<file path="config.mk">
export PLATFORM = sky130hd
export DESIGN_NAME = part_1_init_xchg_flat
export DESIGN_NICKNAME = d
export VERILOG_FILES = /design/src/rtl/part_1_init_xchg_if.sv /design/src/rtl/part_1_init_xchg.sv /design/src/flat_wrapper.sv
export SDC_FILE = /design/constraint.sdc
export NUM_CORES = 1
export LEC_CHECK = 0
export ABC_CLOCK_PERIOD_IN_PS = 2750
export CAP_MARGIN = 25
export CORE_MARGIN = 1.5
export CORE_UTILIZATION = 50
export DETAILED_ROUTE_END_ITERATION = 10
export PLACE_DENSITY = 0.74
export SKIP_CTS_REPAIR_TIMING = 1
export SYNTH_ARGS = -nofsm -noshare
export SYNTH_HDL_FRONTEND = slang
export SYNTH_SLANG_ARGS = --single-unit
</file>
<file path="constraint.sdc">
create_clock -name clk_i -period 2.75 [get_ports clk_i]
set_clock_uncertainty 0.1 [all_clocks]
set_input_delay 0.55 -clock clk_i [delete_from_list [all_inputs] [get_ports clk_i]]
set_output_delay 0.55 -clock clk_i [all_outputs]
set_load 0.05 [all_outputs]
</file>
<file path="src/rtl/part_1_init_xchg_if.sv">
// Transport beat channel between the fringe transport adapter (master) and the
// initiator exchange controller (slave).
interface part_1_init_xchg_if #(
  parameter int DW = 9
);
  logic          rx_valid;
  logic          rx_ready;
  logic [1:0]    rx_chan;
  logic [DW-1:0] rx_data;

  modport master (output rx_valid, output rx_chan, output rx_data, input rx_ready);
  modport slave  (input rx_valid, input rx_chan, input rx_data, output rx_ready);
endinterface

</file>
<file path="src/rtl/part_1_init_xchg.sv">
// Initiator-side exchange controller: freezes the mission clocks on an edge request,
// collects one payload per requested channel, drives them out and releases the clocks.
module part_1_init_xchg #(
  parameter int N_CLK    = 4,
  parameter int DW       = 9,
  parameter int WDOG_MAX = 1000,
  parameter int WDOG_W   = 16
) (
  input  logic              clk_i,
  input  logic              rst_n_i,
  input  logic [N_CLK-1:0]  edge_i,
  part_1_init_xchg_if.slave rx_if,
  output logic [N_CLK-1:0]  freeze_clk_o,
  output logic              wen0_o,
  output logic              wen1_o,
  output logic              wen2_o,
  output logic [7:0]        i_data0_o,
  output logic [7:0]        i_data1_o,
  output logic [7:0]        i_data2_o,
  output logic              up_valid_o,
  output logic [7:0]        up_data_o,
  output logic              busy_o,
  output logic              done_o,
  output logic              err_dup_o,
  output logic              err_unexp_o,
  output logic              err_wdog_o
);

  typedef enum logic [1:0] {
    ST_IDLE    = 2'd0,
    ST_COLLECT = 2'd1,
    ST_APPLY   = 2'd2
  } state_t;

  // The last COLLECT cycle is the one whose incremented count reaches WDOG_MAX-1.
  localparam logic [WDOG_W-1:0] WDOG_LAST = WDOG_W'(WDOG_MAX - 1);

  state_t            r_state;
  logic [N_CLK-1:0]  r_exp;
  logic [N_CLK-1:0]  r_got;
  logic [N_CLK-1:0]  r_pend;
  logic [N_CLK-1:0]  r_freeze;
  logic [DW-1:0]     r_buf [N_CLK];
  logic [DW-1:0]     r_out [N_CLK];
  logic [WDOG_W-1:0] r_wdog;
  logic              r_done;
  logic              r_err_dup;
  logic              r_err_unexp;
  logic              r_err_wdog;

  logic              w_accept;
  logic              w_take;
  logic              w_dup;
  logic              w_unexp;
  logic              w_complete;
  logic              w_timeout;
  logic [N_CLK-1:0]  w_chan_bit;
  logic [N_CLK-1:0]  w_got_nxt;
  logic [N_CLK-1:0]  w_trigger;
  logic [WDOG_W-1:0] w_wdog_nxt;

  // NOTE: every signal gets a default before any condition, so no path can infer a latch.
  always_comb begin
    w_chan_bit                = '0;
    w_chan_bit[rx_if.rx_chan] = 1'b1;
    w_accept   = rx_if.rx_valid && (r_state == ST_COLLECT);
    w_take     = w_accept && r_exp[rx_if.rx_chan] && !r_got[rx_if.rx_chan];
    w_dup      = w_accept && r_got[rx_if.rx_chan];
    w_unexp    = w_accept && !r_exp[rx_if.rx_chan];
    w_got_nxt  = r_got | (w_take ? w_chan_bit : '0);
    w_complete = (w_got_nxt == r_exp);
    w_wdog_nxt = r_wdog + 1'b1;
    w_timeout  = (w_wdog_nxt == WDOG_LAST);
    w_trigger  = edge_i | r_pend;
  end

  // NOTE: all state updates use <= so every branch sees the start-of-cycle values.
  always_ff @(posedge clk_i or negedge rst_n_i) begin
    if (!rst_n_i) begin
      r_state     <= ST_IDLE;
      r_exp       <= '0;
      r_got       <= '0;
      r_pend      <= '0;
      r_freeze    <= '0;
      r_wdog      <= '0;
      r_done      <= 1'b0;
      r_err_dup   <= 1'b0;
      r_err_unexp <= 1'b0;
      r_err_wdog  <= 1'b0;
      // NOTE: the payload buffers are four small registers feeding outputs, not a RAM,
      // so they are reset along with everything else.
      for (int n = 0; n < N_CLK; n++) begin
        r_buf[n] <= '0;
        r_out[n] <= '0;
      end
    end else begin
      r_done <= 1'b0;
      if (r_state != ST_IDLE) begin
        r_pend <= r_pend | edge_i;
      end

      case (r_state)
        ST_IDLE: begin
          if (|w_trigger) begin
            r_exp    <= w_trigger;
            r_pend   <= '0;
            r_got    <= '0;
            r_wdog   <= '0;
            r_freeze <= '1;
            r_state  <= ST_COLLECT;
          end
        end

        ST_COLLECT: begin
          if (w_take) begin
            r_buf[rx_if.rx_chan] <= rx_if.rx_data;
          end
          if (w_dup) begin
            r_err_dup <= 1'b1;
          end
          if (w_unexp) begin
            r_err_unexp <= 1'b1;
          end
          r_got  <= w_got_nxt;
          r_wdog <= w_wdog_nxt;
          // A beat completing the set wins over a timeout in the same cycle.
          if (w_complete) begin
            r_state <= ST_APPLY;
          end else if (w_timeout) begin
            r_err_wdog <= 1'b1;
            r_state    <= ST_APPLY;
          end
        end

        ST_APPLY: begin
          for (int n = 0; n < N_CLK; n++) begin
            if (r_got[n]) begin
              r_out[n] <= r_buf[n];
            end
          end
          r_freeze <= '0;
          r_done   <= 1'b1;
          r_state  <= ST_IDLE;
        end

        default: begin
          r_state <= ST_IDLE;
        end
      endcase
    end
  end

  assign rx_if.rx_ready = (r_state == ST_COLLECT);
  assign busy_o         = (r_state != ST_IDLE);
  assign freeze_clk_o   = r_freeze;
  assign done_o         = r_done;
  assign err_dup_o      = r_err_dup;
  assign err_unexp_o    = r_err_unexp;
  assign err_wdog_o     = r_err_wdog;

  assign {wen0_o, i_data0_o}     = r_out[0];
  assign {wen1_o, i_data1_o}     = r_out[1];
  assign {wen2_o, i_data2_o}     = r_out[2];
  assign {up_valid_o, up_data_o} = r_out[3];

endmodule
</file>
<file path="src/flat_wrapper.sv">
// flat-port wrapper written by rule: the top's interface ports become plain ports
module part_1_init_xchg_flat 
#(
  parameter int N_CLK    = 4,
  parameter int DW       = 9,
  parameter int WDOG_MAX = 1000,
  parameter int WDOG_W   = 16
)
  (clk_i, rst_n_i, edge_i, freeze_clk_o, wen0_o, wen1_o, wen2_o, i_data0_o, i_data1_o, i_data2_o, up_valid_o, up_data_o, busy_o, done_o, err_dup_o, err_unexp_o, err_wdog_o, rx_if_rx_valid, rx_if_rx_chan, rx_if_rx_data, rx_if_rx_ready);
  part_1_init_xchg_if #(.DW(DW)) rx_if_i ();
  input  logic clk_i;
  input  logic rst_n_i;
  input  logic [N_CLK-1:0] edge_i;
  output logic [N_CLK-1:0] freeze_clk_o;
  output logic wen0_o;
  output logic wen1_o;
  output logic wen2_o;
  output logic [7:0] i_data0_o;
  output logic [7:0] i_data1_o;
  output logic [7:0] i_data2_o;
  output logic up_valid_o;
  output logic [7:0] up_data_o;
  output logic busy_o;
  output logic done_o;
  output logic err_dup_o;
  output logic err_unexp_o;
  output logic err_wdog_o;
  input wire logic [$bits(rx_if_i.rx_valid)-1:0] rx_if_rx_valid;
  input wire logic [$bits(rx_if_i.rx_chan)-1:0] rx_if_rx_chan;
  input wire logic [$bits(rx_if_i.rx_data)-1:0] rx_if_rx_data;
  output wire logic [$bits(rx_if_i.rx_ready)-1:0] rx_if_rx_ready;
  assign rx_if_i.rx_valid = rx_if_rx_valid;
  assign rx_if_i.rx_chan = rx_if_rx_chan;
  assign rx_if_i.rx_data = rx_if_rx_data;
  assign rx_if_rx_ready = rx_if_i.rx_ready;
  part_1_init_xchg #(.N_CLK(N_CLK), .DW(DW), .WDOG_MAX(WDOG_MAX), .WDOG_W(WDOG_W)) u_core (.clk_i(clk_i), .rst_n_i(rst_n_i), .edge_i(edge_i), .rx_if(rx_if_i), .freeze_clk_o(freeze_clk_o), .wen0_o(wen0_o), .wen1_o(wen1_o), .wen2_o(wen2_o), .i_data0_o(i_data0_o), .i_data1_o(i_data1_o), .i_data2_o(i_data2_o), .up_valid_o(up_valid_o), .up_data_o(up_data_o), .busy_o(busy_o), .done_o(done_o), .err_dup_o(err_dup_o), .err_unexp_o(err_unexp_o), .err_wdog_o(err_wdog_o));
endmodule
</file>
==> results.sh, run 1 <==
export IMPL_clockPowerShare_pct=16.1
export IMPL_setup_violations=0
export IMPL_p_sw_w=0.002257
export IMPL_synth_edf_count=0
export IMPL_seqCellArea_um2=2678
export IMPL_firstDrtPassIters=4
export IMPL_ys_warn_count=0
export IMPL_die_h_um=99.29
export IMPL_die_w_um=99.29
export IMPL_grt_pass1_wl_um=16010
export IMPL_hold_viol_final=0
export IMPL_fin_nets=470
export IMPL_maxSlewHeadroom_pct=63.15
export IMPL_htreeDepth=3
export IMPL_vias_per_cell=5.625
export IMPL_netlist_area_um2=4636
export IMPL_cts_buffer_depth=2
export IMPL_fin_crit_ns=2.577
export IMPL_wl_per_cell_um=16.96
export IMPL_rsz0062_at_grt="no"
export IMPL_startpoint="rx_if_rx_chan[1]"
export IMPL_grt_max_degree=44
export IMPL_rows=34
export IMPL_p_leak_nw=2.513
export IMPL_timing_rr_end="u_core.r_state[0]$_DFFE_PN0P_"
export IMPL_ant_nets=0
export IMPL_start_util_pct=52.39
export IMPL_clkSinkCount=107
export IMPL_syn_num_nets=397
export IMPL_cts_tree="done"
export IMPL_final_cell_mix="dfrtp_1, mux2_2, clkdlybuf4s50_1, o21ai_0, nand2_1"
export IMPL_dp_hpwl_um=6926
export IMPL_cp_start_kind="input pin"
export IMPL_max_cap_violations=0
export IMPL_cp_end_kind="flop"
export IMPL_io_pins=64
export IMPL_gp_congestion=0.8598
export IMPL_powerDensity_nw_per_um2=1001
export IMPL_num_fill_cells=710
export IMPL_p_comb_share_pct=40.9
export IMPL_crit_path_max_fanout=3
export IMPL_seq_area_frac_synth_pct=57.76
export IMPL_drive_gt1_share_pct=23.96
export IMPL_area_growth_pct=21.48
export IMPL_root_buffer="clkbuf_8"
export IMPL_p_seq_share_pct=43.0
export IMPL_antenna_found_initial=0
export IMPL_multi_input_area_um2=1836
export IMPL_port_buffers=63
export IMPL_track_usage_pct=20.72
export IMPL_drtIter0Drc=112
export IMPL_synthCells=377
export IMPL_ff2ff_path_depth=7
export IMPL_max_slew_worst_pin_slew_ns=0.5528
export IMPL_min_period_over_period_pct=93.69
export IMPL_status="finished, final reports clean"
export IMPL_cp_required_ns=2.91
export IMPL_async_reset_ff_share_pct=100.0
export IMPL_p_int_w=0.003382
export IMPL_clock_latency_ns=0.36
export IMPL_synth_seq_cells=107
export IMPL_n_antenna_cell=0
export IMPL_clkSlewWorstSetupHoldPaths_ns=0.11
export IMPL_overflow=0
export IMPL_postPlaceCellArea_um2=5450
export IMPL_design_area_um2=5632
export IMPL_cts_made_buffers=9
export IMPL_synth_cell_types=43
export IMPL_core_um2=8848
export IMPL_r2r_slack_ns=0.36
export IMPL_power_w=0.005639
export IMPL_grt_pass1_vias=3178
export IMPL_worstReg2RegStart="u_core.r_wdog[1]$_DFFE_PN0P_"
export IMPL_die_area_um2=9859
export IMPL_finalMaxSlewViolations=0
export IMPL_ys_flop_type="dfrtp_1"
export IMPL_vias=3167
export IMPL_switching_share_pct=40.02
export IMPL_avgSynthCellArea_um2=12.30
export IMPL_critPathArrivalTime_ns=2.73
export IMPL_ir_drop_mv=0.6223
export IMPL_fmax_mhz=388.1
export IMPL_hold_path_class="input pin to async pin"
export IMPL_layout_commonest_cell="dfrtp_1"
export IMPL_route_detailed_drc=0
export IMPL_finalWirelength_um=9547
export IMPL_crit_type="input pin to flop"
## logic make-up after synthesis
group / after synthesis / synth area share, %
AOI/OAI and AO/OA: 63 / 8.367
xor gates and xnor gates: 5 / 0.9446
adders and majority gates: 2 / 0.5397
buffers and inverters: 26 / 2.645
DFF: 107 / 57.76
muxes: 78 / 18.79
and+or+nand+nor: 96 / 10.96
## worst max-delay path by stage
stage | end | cells past startpoint
2_1_floorplan | u_core.err_wdog_o$_DFFE_PN0P_ | 7
3_3_place_gp | u_core.err_wdog_o$_DFFE_PN0P_ | 7
3_5_place_dp | u_core.r_state[0]$_DFFE_PN0P_ | 7
4_1_cts | busy_o | 3
5_1_grt | u_core.r_state[0]$_DFFE_PN0P_ | 7
6_report | u_core.err_wdog_o$_DFFE_PN0P_ | 7
## cells in the mapped netlist (7+ instances only)
library cell	n	area, um^2
dfrtp_1	107	2678
nand2_1	23	86.33
inv_1	9	33.78
nor2_1	21	78.83
nand2b_1	7	43.79
nor3_1	8	40.04
nand3_1	9	45.04
clkbuf_1	8	30.03
a21oi_1	10	50.05
mux2_2	72	810.8
o21ai_0	24	120.1
## metal layers
metal	part of all wire (%)	wire (um)	vias to the layer above	global-route usage (%)
met1	44	4239	1587	27.80
met3	5.4	519	6	5.833
met2	50	4738	84	34.25
met5	0	0	-	0
li1	-	-	1490	-
met4	0.51	49	0	3.900
## per-stage QoR
| stage | util, % | setup slack (ns) | TNS [ns] | hold slack, ns | std cells |
|---|---|---|---|---|---|
| 5_1_grt | 63.65 | 0.002606 | 0 | 0.08097 | 563 |
| 3_3_place_gp | 61.60 | -0.09337 | -0.2081 | 0.3429 | 547 |
| 6_report | 63.65 | 0.1734 | 0 | 0.05281 | 563 |
| 2_1_floorplan | - | 0.3609 | 0 | 0.1544 | 377 |
| 4_1_cts | 63.65 | 0.1637 | 0 | 0.07005 | 563 |
| 3_5_place_dp | 61.60 | -0.2329 | -0.6401 | 0.3565 | 547 |
## state kept, by name, summed over array words and instances (netlist names)
signal and cells:
u_core.r_buf 36, u_core.r_wdog 16, u_core.i_data0_o 8, u_core.i_data1_o 8
u_core.i_data2_o 8, u_core.up_data_o 8, u_core.r_exp 4, u_core.r_got 4
u_core.r_pend 4, u_core.r_state 2, u_core.done_o 1, u_core.err_dup_o 1
u_core.err_unexp_o 1, u_core.err_wdog_o 1, u_core.freeze_clk_o 1, u_core.up_valid_o 1
u_core.wen0_o 1, u_core.wen1_o 1, u_core.wen2_o 1
## layout make-up
cell class	count	area share, %
clock buffers	10	2.266
well taps	108	2.399
repair buffers	78	13.55
inverters	10	0.6887
flip-flops and latches	107	47.55
multi-input cells	244	32.59
clock inverters	6	0.9553
## power groups by stage
stage                     Sequential, W  Clock [W]  Combinational [W]
after floorplan                 0.00287          0            0.00116
after global routing            0.00250    0.00100            0.00248
after detailed placement        0.00246          0            0.00232
after global placement          0.00243          0            0.00225
final                           0.00243   0.000908            0.00231
after CTS                       0.00243   0.000936            0.00232
## critical path: stages
cell and delay, ns:
clkdlybuf4s50_1 0.53, mux2i_1 0.28, nor4b_4 0.28, a211oi_1 0.07, or4b_1 0.56, o31a_1 0.31
a21o_1 0.15
Note: power is estimated with default switching activity, not from simulation.
==> run 2, diff against run 1 <==
--- a/config.mk
+++ b/config.mk
@@ -7,10 +7,9 @@
 export LEC_CHECK = 0
 export ABC_CLOCK_PERIOD_IN_PS = 2750
 export CAP_MARGIN = 25
-export CORE_MARGIN = 1.5
-export CORE_UTILIZATION = 50
+export CORE_MARGIN = 1
+export CORE_UTILIZATION = 25
 export DETAILED_ROUTE_END_ITERATION = 10
-export PLACE_DENSITY = 0.74
 export SKIP_CTS_REPAIR_TIMING = 1
 export SYNTH_ARGS = -nofsm -noshare
 export SYNTH_HDL_FRONTEND = slang
==> run 2 against run 1 <==
The flow now finishes with violations (design-rule violations); global-route usage shrank 8.7 points; sequential share of layout area shrank 2.1 points; clock power grew 44%; clock-buffer cell count shrank 1; critical path type unchanged; highest routed layer unchanged.
==> results.sh, run 2 (synthesized netlist as in run 1, its figures left out) <==
export IMPL_clkSinkCount=107
export IMPL_finalMaxSlewViolations=0
export IMPL_powerDensity_nw_per_um2=1028
export IMPL_core_um2=18090
export IMPL_io_pins=64
export IMPL_area_growth_pct=27.13
export IMPL_firstDrtPassIters=7
export IMPL_die_w_um=138.2
export IMPL_worstReg2RegStart="u_core.r_wdog[1]$_DFFE_PN0P_"
export IMPL_min_period_over_period_pct=95.73
export IMPL_max_cap_violations=0
export IMPL_setup_slack_ns=0.1175
export IMPL_overflow=0
export IMPL_crit_path_max_fanout=3
export IMPL_antenna_found_initial=0
export IMPL_status="finished with violations"
export IMPL_top_register="u_core.r_buf"
export IMPL_path_delay_family="simple AND/OR/NAND/NOR gates"
export IMPL_start_util_pct=25.63
export IMPL_rows=49
export IMPL_cts_made_buffers=9
export IMPL_p_seq_share_pct=40.0
export IMPL_ir_drop_mv=0.5329
export IMPL_p_int_w=0.003758
export IMPL_place_ws_ns=-0.2101
export IMPL_finalWirelength_um=10720
export IMPL_track_usage_pct=12.02
export IMPL_cp_required_ns=2.89
export IMPL_p_sw_w=0.002299
export IMPL_crit_buf_inv=1
export IMPL_slowest_stage="or4b_1"
export IMPL_route_detailed_drc=4
export IMPL_r2r_slack_ns=0.37
export IMPL_grt_max_degree=46
export IMPL_max_stage_delay_ns=0.57
export IMPL_root_buffer="clkbuf_16"
export IMPL_largest_reg_flops=36
export IMPL_die_h_um=138.2
export IMPL_drtIter0Drc=223
export IMPL_critPathArrivalTime_ns=2.77
export IMPL_timing_rr_end="u_core.r_state[0]$_DFFE_PN0P_"
export IMPL_p_comb_share_pct=38.5
export IMPL_setup_violations=0
export IMPL_cp_end_kind="flop"
export IMPL_grt_pass1_wl_um=17860
export IMPL_clockPowerShare_pct=21.6
export IMPL_vias_per_cell=4.729
export IMPL_n_antenna_cell=0
export IMPL_dp_hpwl_um=7429
export IMPL_ff2ff_path_depth=7
export IMPL_switching_share_pct=37.95
export IMPL_die_area_um2=19090
export IMPL_cts_buffer_depth=2
export IMPL_postPlaceCellArea_um2=5589
export IMPL_hold_path_class="input pin to async pin"
export IMPL_fin_nets=470
export IMPL_clkSlewWorstSetupHoldPaths_ns=0.07
export IMPL_startpoint="rx_if_rx_chan[1]"
export IMPL_fmax_mhz=379.9
export IMPL_crit_end="u_core.err_wdog_o$_DFFE_PN0P_"
export IMPL_wl_per_cell_um=15.70
export IMPL_maxSlewHeadroom_pct=60.18
export IMPL_hold_viol_final=0
export IMPL_htreeDepth=3
export IMPL_cts_tree="done"
export IMPL_p_leak_nw=2.560
export IMPL_reg_top3="u_core.r_buf (36), u_core.r_wdog (16)"
export IMPL_ant_nets=0
export IMPL_layout_commonest_cell="dfrtp_1"
export IMPL_clock_latency_ns=0.35
export IMPL_gp_congestion=0.8990
export IMPL_crit_chain="clkdlybuf4s50_1, mux2i_1, nor4b_4, a211oi_1, or4b_1, o31a_1, a21o_1"
export IMPL_port_buffers=63
export IMPL_power_w=0.006057
export IMPL_cp_start_kind="input pin"
export IMPL_crit_type="input pin to flop"
export IMPL_final_cell_mix="dfrtp_1, mux2_2, clkdlybuf4s50_1, o21ai_0, nand2_1"
export IMPL_fin_crit_ns=2.633
export IMPL_max_slew_worst_pin_slew_ns=0.5958
export IMPL_violations="design-rule violations"
export IMPL_rsz0062_at_grt="no"
export IMPL_design_area_um2=5893
export IMPL_vias=3230
export IMPL_drive_gt1_share_pct=24.23
export IMPL_grt_pass1_vias=3426
export IMPL_crit_cells=7
## run 2: worst min-delay path by stage
stage                                       startpoint                               to  cells after the start
after floorplan                                rst_n_i          u_core.done_o$_DFF_PN0_                      0
after global placement    u_core.err_dup_o$_DFFE_PN0P_     u_core.err_dup_o$_DFFE_PN0P_                      1
after detailed placement  u_core.err_dup_o$_DFFE_PN0P_     u_core.err_dup_o$_DFFE_PN0P_                      1
after CTS                                      rst_n_i      u_core.r_buf[5]$_DFFE_PN0P_                      1
after global routing                           rst_n_i  u_core.i_data0_o[3]$_DFFE_PN0P_                      1
final                                          rst_n_i     u_core.r_buf[12]$_DFFE_PN0P_                      1
## run 2: final cells by class
| cell class | instances | area (um^2) |
|---|---|---|
| Fill cell | 1787 | 12190 |
| Sequential cell | 107 | 2678 |
| Multi-Input combinational cell | 244 | 1841 |
| Timing Repair Buffer | 78 | 750.7 |
| Tap cell | 229 | 286.5 |
| Clock buffer | 9 | 225.2 |
| Clock inverter | 6 | 73.82 |
| Inverter | 10 | 38.79 |
## run 2: routing by layer
metal,GRT usage [%],share of wire (%),vias to the layer above
li1,-,-,1494
met1,15.24,44,1622
met2,19.20,47,97
met3,3.568,7.0,17
met4,4.908,2.1,0
met5,0,0,-
## run 2: power groups by stage
stage	combinational, W	sequential [W]	clock (W)
2_1_floorplan	0.00116	0.00287	0
3_3_place_gp	0.00229	0.00243	0
3_5_place_dp	0.00235	0.00245	0
4_1_cts	0.00236	0.00243	0.00136
5_1_grt	0.00252	0.00250	0.00142
6_report	0.00233	0.00242	0.00131
## run 2: per-stage QoR
| step | utilization (%) | TNS (ns) | cells | hold slack [ns] |
|---|---|---|---|---|
| after floorplan | - | 0 | 377 | 0.1544 |
| after global placement | 30.90 | -0.2849 | 668 | 0.3518 |
| after detailed placement | 30.90 | -0.5655 | 668 | 0.3662 |
| after CTS | 32.56 | 0 | 683 | 0.1067 |
| after global routing | 32.58 | 0 | 683 | 0.1391 |
| final | 32.58 | 0 | 683 | 0.09534 |
==> run 3, diff against run 2 <==
--- a/config.mk
+++ b/config.mk
@@ -6,7 +6,6 @@
 export NUM_CORES = 1
 export LEC_CHECK = 0
 export ABC_CLOCK_PERIOD_IN_PS = 2750
-export CAP_MARGIN = 25
 export CORE_MARGIN = 1
 export CORE_UTILIZATION = 25
 export DETAILED_ROUTE_END_ITERATION = 10
==> results of run 3 <==
Same layout as run 2: the final DEF is identical, and so are final timing and power.
